[config.mk]
export PLATFORM = sky130hd
export DESIGN_NAME = countdown_ctrl_flat
export DESIGN_NICKNAME = d
export VERILOG_FILES = /design/src/rtl/countdown_ctrl_pkg.sv /design/src/rtl/countdown_ctrl_if.sv /design/src/rtl/countdown_alarm_cnt.sv /design/src/rtl/countdown_ctrl.sv /design/src/flat_wrapper.sv
export SDC_FILE = /design/constraint.sdc
export NUM_CORES = 1
export LEC_CHECK = 0
export ABC_CLOCK_PERIOD_IN_PS = 2000
export CORE_ASPECT_RATIO = 1.75
export CORE_UTILIZATION = 38
export DETAILED_ROUTE_END_ITERATION = 8
export PLACE_DENSITY = 0.81
export SYNTH_ARGS = -nofsm -noshare
export SYNTH_HDL_FRONTEND = slang
export SYNTH_SLANG_ARGS = --single-unit
export TNS_END_PERCENT = 30
[constraint.sdc]
create_clock -name Clk -period 2 [get_ports Clk]
set_clock_uncertainty 0.1 [all_clocks]
set_input_delay 0.3 -clock Clk [delete_from_list [all_inputs] [get_ports Clk]]
set_output_delay 0.3 -clock Clk [all_outputs]
set_load 0.005 [all_outputs]
[src/rtl/countdown_ctrl_pkg.sv]
// Countdown controller shared types.
// State codes, field masks, zero pattern.
package countdown_ctrl_pkg;

  typedef enum logic [2:0] {
    ST_IDLE  = 3'd0,
    ST_SET   = 3'd1,
    ST_RUN   = 3'd2,
    ST_PAUSE = 3'd3,
    ST_DONE  = 3'd4
  } state_e;

  localparam logic [2:0] FLD_NONE = 3'b000;
  localparam logic [2:0] FLD_SEC  = 3'b001;
  localparam logic [2:0] FLD_MIN  = 3'b010;
  localparam logic [2:0] FLD_HR   = 3'b100;

  localparam logic [31:0] ZERO_PAT_DEF = 32'h00A00A00;

  // sec -> min -> hr -> sec
  function automatic logic [2:0] next_field(
    input logic [2:0] f
  );
    logic [2:0] r;
    case (f)
      FLD_SEC: r = FLD_MIN;
      FLD_MIN: r = FLD_HR;
      default: r = FLD_SEC;
    endcase
    return r;
  endfunction

endpackage

[src/rtl/countdown_ctrl_if.sv]
// Countdown controller key/display bus.
// master = key/tick source, slave = controller.
interface countdown_ctrl_if;
  logic        tick_1hz;
  logic        key_start;
  logic        key_mode;
  logic        key_sel;
  logic        key_up;
  logic        key_down;
  logic        key_clr;
  logic [31:0] Data_in;
  logic [2:0]  cnt_inc;
  logic [2:0]  cnt_dec;
  logic        cnt_down;
  logic        start_flag;
  logic        reset_flag;
  logic [2:0]  state;
  logic [2:0]  sel_field;
  logic        alarm;

  modport master (
    output tick_1hz, key_start, key_mode,
    output key_sel, key_up, key_down,
    output key_clr, Data_in,
    input  cnt_inc, cnt_dec, cnt_down,
    input  start_flag, reset_flag,
    input  state, sel_field, alarm
  );

  modport slave (
    input  tick_1hz, key_start, key_mode,
    input  key_sel, key_up, key_down,
    input  key_clr, Data_in,
    output cnt_inc, cnt_dec, cnt_down,
    output start_flag, reset_flag,
    output state, sel_field, alarm
  );
endinterface

[src/rtl/countdown_alarm_cnt.sv]
// Alarm duration counter for DONE.
// Held clear while disabled; done on last tick.
module countdown_alarm_cnt #(
  parameter int ALARM_SEC = 10
) (
  input  logic clk_i,
  input  logic rst_i,
  input  logic en_i,
  input  logic tick_i,
  output logic done_o
);

  localparam int W =
    (ALARM_SEC < 1) ? 1 : $clog2(ALARM_SEC + 1);
  localparam logic [W-1:0] LAST = W'(ALARM_SEC - 1);

  logic [W-1:0] cnt_q;
  logic [W-1:0] cnt_d;

  // done fires on the tick that would reach ALARM_SEC
  assign done_o = en_i & tick_i & (cnt_q == LAST);

  // clear outside DONE so every entry starts at 0
  always_comb begin
    cnt_d = cnt_q;
    if (!en_i)
      cnt_d = '0;
    else if (tick_i && !done_o)
      cnt_d = cnt_q + W'(1);
  end

  // counter register
  always_ff @(posedge clk_i or posedge rst_i) begin
    if (rst_i)
      cnt_q <= '0;
    else
      cnt_q <= cnt_d;
  end

endmodule

[src/rtl/countdown_ctrl.sv]
// Countdown timer control FSM.
// Keys/ticks in, registered pulses out.
module countdown_ctrl
  import countdown_ctrl_pkg::*;
#(
  parameter int          ALARM_SEC = 10,
  parameter logic [31:0] ZERO_PAT  = ZERO_PAT_DEF
) (
  input  logic             Clk,
  input  logic             Reset,
  countdown_ctrl_if.slave  bus
);

  state_e     state_q;
  logic [2:0] sel_q;
  logic [2:0] inc_q;
  logic [2:0] dec_q;
  logic       down_q;
  logic       sf_q;
  logic       rf_q;
  logic       alarm_q;

  logic zero;
  logic any_key;
  logic alarm_done;

  assign zero    = (bus.Data_in == ZERO_PAT);
  assign any_key = bus.key_clr  | bus.key_start |
                   bus.key_mode | bus.key_sel   |
                   bus.key_up   | bus.key_down;

  countdown_alarm_cnt #(
    .ALARM_SEC (ALARM_SEC)
  ) u_alarm (
    .clk_i  (Clk),
    .rst_i  (Reset),
    .en_i   (state_q == ST_DONE),
    .tick_i (bus.tick_1hz),
    .done_o (alarm_done)
  );

  // state machine with registered pulse outputs
  always_ff @(posedge Clk or posedge Reset) begin
    if (Reset) begin
      state_q <= ST_IDLE;
      sel_q   <= FLD_NONE;
      inc_q   <= '0;
      dec_q   <= '0;
      down_q  <= 1'b0;
      sf_q    <= 1'b0;
      rf_q    <= 1'b0;
      alarm_q <= 1'b0;
    end else begin
      inc_q  <= '0;
      dec_q  <= '0;
      down_q <= 1'b0;
      sf_q   <= 1'b0;
      rf_q   <= 1'b0;
      case (state_q)
        ST_IDLE: begin
          if (bus.key_clr) begin
            state_q <= ST_IDLE;
          end else if (bus.key_start) begin
            if (!zero) begin
              state_q <= ST_RUN;
              sf_q    <= 1'b1;
            end
          end else if (bus.key_mode) begin
            state_q <= ST_SET;
            sel_q   <= FLD_SEC;
          end
        end
        ST_SET: begin
          if (bus.key_clr) begin
            state_q <= ST_IDLE;
            sel_q   <= FLD_NONE;
          end else if (bus.key_start) begin
            if (!zero) begin
              state_q <= ST_RUN;
              sel_q   <= FLD_NONE;
              sf_q    <= 1'b1;
            end
          end else if (bus.key_mode) begin
            state_q <= ST_IDLE;
            sel_q   <= FLD_NONE;
          end else if (bus.key_sel) begin
            sel_q <= next_field(sel_q);
          end else if (bus.key_up) begin
            inc_q <= sel_q;
          end else if (bus.key_down) begin
            dec_q <= sel_q;
          end
        end
        ST_RUN: begin
          if (bus.key_clr) begin
            state_q <= ST_IDLE;
            rf_q    <= 1'b1;
          end else if (bus.key_start) begin
            state_q <= ST_PAUSE;
          end else if (zero) begin
            state_q <= ST_DONE;
            alarm_q <= 1'b1;
          end else if (bus.tick_1hz) begin
            down_q <= 1'b1;
          end
        end
        ST_PAUSE: begin
          if (bus.key_clr) begin
            state_q <= ST_IDLE;
            rf_q    <= 1'b1;
          end else if (bus.key_start) begin
            state_q <= ST_RUN;
          end
        end
        ST_DONE: begin
          if (any_key || alarm_done) begin
            state_q <= ST_IDLE;
            rf_q    <= 1'b1;
            alarm_q <= 1'b0;
          end
        end
        default: begin
          state_q <= ST_IDLE;
          sel_q   <= FLD_NONE;
          alarm_q <= 1'b0;
        end
      endcase
    end
  end

  assign bus.cnt_inc    = inc_q;
  assign bus.cnt_dec    = dec_q;
  assign bus.cnt_down   = down_q;
  assign bus.start_flag = sf_q;
  assign bus.reset_flag = rf_q;
  assign bus.state      = state_q;
  assign bus.sel_field  = sel_q;
  assign bus.alarm      = alarm_q;

endmodule

[src/flat_wrapper.sv]
// flat-port wrapper written by rule: the top's interface ports become plain ports
module countdown_ctrl_flat import countdown_ctrl_pkg::*;
#(
  parameter int          ALARM_SEC = 10,
  parameter logic [31:0] ZERO_PAT  = ZERO_PAT_DEF
)
  (Clk, Reset, bus_tick_1hz, bus_key_start, bus_key_mode, bus_key_sel, bus_key_up, bus_key_down, bus_key_clr, bus_Data_in, bus_cnt_inc, bus_cnt_dec, bus_cnt_down, bus_start_flag, bus_reset_flag, bus_state, bus_sel_field, bus_alarm);
  countdown_ctrl_if bus_i ();
  input  logic Clk;
  input  logic Reset;
  input wire logic [$bits(bus_i.tick_1hz)-1:0] bus_tick_1hz;
  input wire logic [$bits(bus_i.key_start)-1:0] bus_key_start;
  input wire logic [$bits(bus_i.key_mode)-1:0] bus_key_mode;
  input wire logic [$bits(bus_i.key_sel)-1:0] bus_key_sel;
  input wire logic [$bits(bus_i.key_up)-1:0] bus_key_up;
  input wire logic [$bits(bus_i.key_down)-1:0] bus_key_down;
  input wire logic [$bits(bus_i.key_clr)-1:0] bus_key_clr;
  input wire logic [$bits(bus_i.Data_in)-1:0] bus_Data_in;
  output wire logic [$bits(bus_i.cnt_inc)-1:0] bus_cnt_inc;
  output wire logic [$bits(bus_i.cnt_dec)-1:0] bus_cnt_dec;
  output wire logic [$bits(bus_i.cnt_down)-1:0] bus_cnt_down;
  output wire logic [$bits(bus_i.start_flag)-1:0] bus_start_flag;
  output wire logic [$bits(bus_i.reset_flag)-1:0] bus_reset_flag;
  output wire logic [$bits(bus_i.state)-1:0] bus_state;
  output wire logic [$bits(bus_i.sel_field)-1:0] bus_sel_field;
  output wire logic [$bits(bus_i.alarm)-1:0] bus_alarm;
  assign bus_i.tick_1hz = bus_tick_1hz;
  assign bus_i.key_start = bus_key_start;
  assign bus_i.key_mode = bus_key_mode;
  assign bus_i.key_sel = bus_key_sel;
  assign bus_i.key_up = bus_key_up;
  assign bus_i.key_down = bus_key_down;
  assign bus_i.key_clr = bus_key_clr;
  assign bus_i.Data_in = bus_Data_in;
  assign bus_cnt_inc = bus_i.cnt_inc;
  assign bus_cnt_dec = bus_i.cnt_dec;
  assign bus_cnt_down = bus_i.cnt_down;
  assign bus_start_flag = bus_i.start_flag;
  assign bus_reset_flag = bus_i.reset_flag;
  assign bus_state = bus_i.state;
  assign bus_sel_field = bus_i.sel_field;
  assign bus_alarm = bus_i.alarm;
  countdown_ctrl #(.ALARM_SEC(ALARM_SEC), .ZERO_PAT(ZERO_PAT)) u_core (.Clk(Clk), .Reset(Reset), .bus(bus_i));
endmodule
==> impl_metrics.json <==
{
  "slew_viol_final": 0,
  "clock_latency_ps": 250,
  "die-area_mm2": 0.003033,
  "grt_pass1_wl_um": 4816,
  "synth_top_area_cell": "dfrtp_1",
  "synth.distinct_cells": 32,
  "internal_power_uw": 728.7,
  "worstSetupEndpointType": "register",
  "rsz0062_at_grt": "no",
  "cts_max_level": 1,
  "final_nets": 217,
  "start_kind": "primary input",
  "fin_hold_ws_ps": 266.0,
  "synth-edff-count": 0,
  "placed_area_mm2": 0.001742,
  "clock-root-buffer": "clkbuf_8",
  "clk_pin_slew_worst_paths_ps": 70,
  "die_y_um": 72.11,
  "cts_buffers": 3,
  "power.density_mw_per_mm2": 514.9,
  "syn_area_per_cell_um2": 10.26,
  "timing.fmax_ghz": 0.5301,
  "firstDrtPassIters": 4,
  "avgRoutedWirePerCell_um": 14.47,
  "vias": 1105,
  "tns_ps": 0,
  "dp_cells": 196,
  "ir_worst_vdd_mv": 0.3352,
  "cp_data_required_time_ps": 2040,
  "worstSetupPathType": "primary input to register",
  "period_needed_ps": 1886,
  "outcome": "complete, no violations",
  "drive_gt1_share_pct": 16.76,
  "arrival_ps": 1930,
  "drc": 0,
  "cts_buffer_depth": 2,
  "cp_max_fo": 3,
  "dp_hpwl_um": 2412,
  "grt_remaining_overflow": 0,
  "cts_tree": "done",
  "antenna_found_initial": 0,
  "wirelength_um": 2894,
  "cts-hold-fix-buffers": 0,
  "ys_ff_latch": 20,
  "setup_viol_count_final": 0,
  "combPwrFrac_pct": 22.0,
  "swShare_pct": 22.85,
  "pwr-share-seq_pct": 46.2,
  "port_buffers": 56,
  "synth_ff_type": "dfrtp_1",
  "p_clk_share_pct": 31.8,
  "cap_violations": 0,
  "final_cells": 200,
  "final_area_mm2": 0.001834,
  "place_ws_ps": -193.9,
  "synth_top_area_share_pct": 46.89,
  "grt_pass1_vias": 1241,
  "core.rowCount": 25,
  "io_pins": 57,
  "fin_crit_sh_pct": 94.32,
  "seq_area_frac_synth_pct": 46.89,
  "slew_headroom_pct": 73.25,
  "core-area_mm2": 0.002690,
  "p_switching_uw": 215.8,
  "syn_area_mm2": 0.001067,
  "start_util_pct": 39.67,
  "worst_pin_slew_ps": 400.3,
  "clkSinkCount": 20,
  "hold_class": "primary input to async pin",
  "diodes": 0,
  "async_flop_share_pct": 100.0,
  "grt_max_degree": 21,
  "leakage_uw": 0.0007341,
  "synthCells": 104,
  "drtAntennaViolNets": 0,
  "hold_viol_final": 0,
  "synth_nets": 147,
  "via_per_inst": 5.525,
  "first_iter_violations": 16,
  "globalplace.congestion": 0.9653,
  "setup_ws_ps": 113.6,
  "synth_area_leaders": "dfrtp_1 47%, nor2_1 4.6%, and2_1 4.1%",
  "synthToLayoutAreaGrowth_pct": 71.86,
  "yosysWarnings": 0,
  "grt_util_all_layers_pct": 20.55,
  "die_x_um": 42.06
}
==> cells in the mapped netlist, drive strengths merged (3+ instances only) <==
cell / n
xnor2: 4
mux2: 3
and2: 7
o21ai: 3
nor4: 5
nor3: 3
nor2: 14
dfrtp: 20
inv: 4
nand4: 4
nand2: 5
a31oi: 3
nor4b: 7
==> per-layer routing <==
layer,GRT usage (%),vias to the layer above,wire length (um)
met1,17.60,524,927
met5,0,-,0
met2,43.23,55,1766
met4,11.46,0,64
li1,-,520,-
met3,1.990,6,136
==> final timing paths <==
check	cells past startpoint	endpoint	start	slack, ps
worst max-delay path	6	u_core.bus.state[0]	bus_Data_in[26]	110
worst min-delay path	3	u_core.bus.reset_flag	Reset	270
worst max register to register	5	u_core.bus.sel_field[2]	u_core.bus.state[2]	300
worst min register to register	2	u_core.bus.alarm	u_core.bus.alarm	460
max in group asynchronous	3	u_core.bus.cnt_dec[0]	Reset	1330
min in group Clk	2	u_core.bus.alarm	u_core.bus.alarm	460
==> per-stage QoR <==
stage / util (%) / power, uW
after CTS: 66.79 / 948.4
after global routing: 68.19 / 987.1
after global placement: 64.74 / 643.3
final: 68.19 / 944.4
after floorplan: - / 509.7
after detailed placement: 64.74 / 647.1
==> registers in the layout (all words and copies together) (netlist names) <==
name / flops
u_core.bus.alarm: 1
u_core.bus.cnt_dec: 3
u_core.bus.cnt_down: 1
u_core.bus.cnt_inc: 3
u_core.bus.reset_flag: 1
u_core.bus.sel_field: 3
u_core.bus.start_flag: 1
u_core.bus.state: 3
u_core.u_alarm.cnt_q: 4
==> power by group through the flow <==
stage | registers (uW) | logic, uW | clock network, uW
global route | 439 | 225 | 323
global placement | 444 | 199 | 0
floorplan | 439 | 71.1 | 0
CTS | 437 | 204 | 307
finish | 436 | 208 | 300
detailed placement | 444 | 203 | 0
==> area by class of cell <==
| cell class | count | area, um2 |
|---|---|---|
| fill | 211 | 855.8 |
| timing repair buffer | 69 | 658.1 |
| multi-input combinational | 76 | 571.8 |
| sequential | 20 | 500.5 |
| clock buffer | 4 | 55.05 |
| tap | 27 | 33.78 |
| inverter | 4 | 15.01 |
==> repair_timing <==
action	CTS	global route
buffers inserted	0	0
resized for setup	0	6
setup endpoints to repair	0	6
==> critical path, stage by stage <==
cell             delay, ps
clkdlybuf4s50_1        420
nor4_2                 300
nand4_1                220
nor2_4                 190
a311oi_1               130
a2111oi_2              370
==> cells by family (layout without fill, tap and decap cells) <==
kind of cell,count (synthesis),after routing,share of synthesized area (%)
simple gates,49,49,28.02
flops,20,20,46.89
compound gates,16,16,11.61
buf+inv,8,77,3.048
xor+xnor,6,6,4.924
mux,3,3,3.165
fa+ha+maj,2,2,2.344
==> cell usage in the layout (no fill, tap or decap), types with 4 or more instances in the layout <==
cell type | netlist | layout
inv_1 | 4 | 4
xnor2_1 | 4 | 4
buf_4 | 0 | 13
nand2_1 | 5 | 5
nor2_1 | 13 | 13
nand4_1 | 4 | 4
nor4b_2 | 2 | 5
dfrtp_1 | 20 | 20
clkdlybuf4s50_1 | 0 | 56
and2_1 | 7 | 7
clkbuf_8 | 0 | 4
Note: power is estimated with default switching activity, not from simulation.
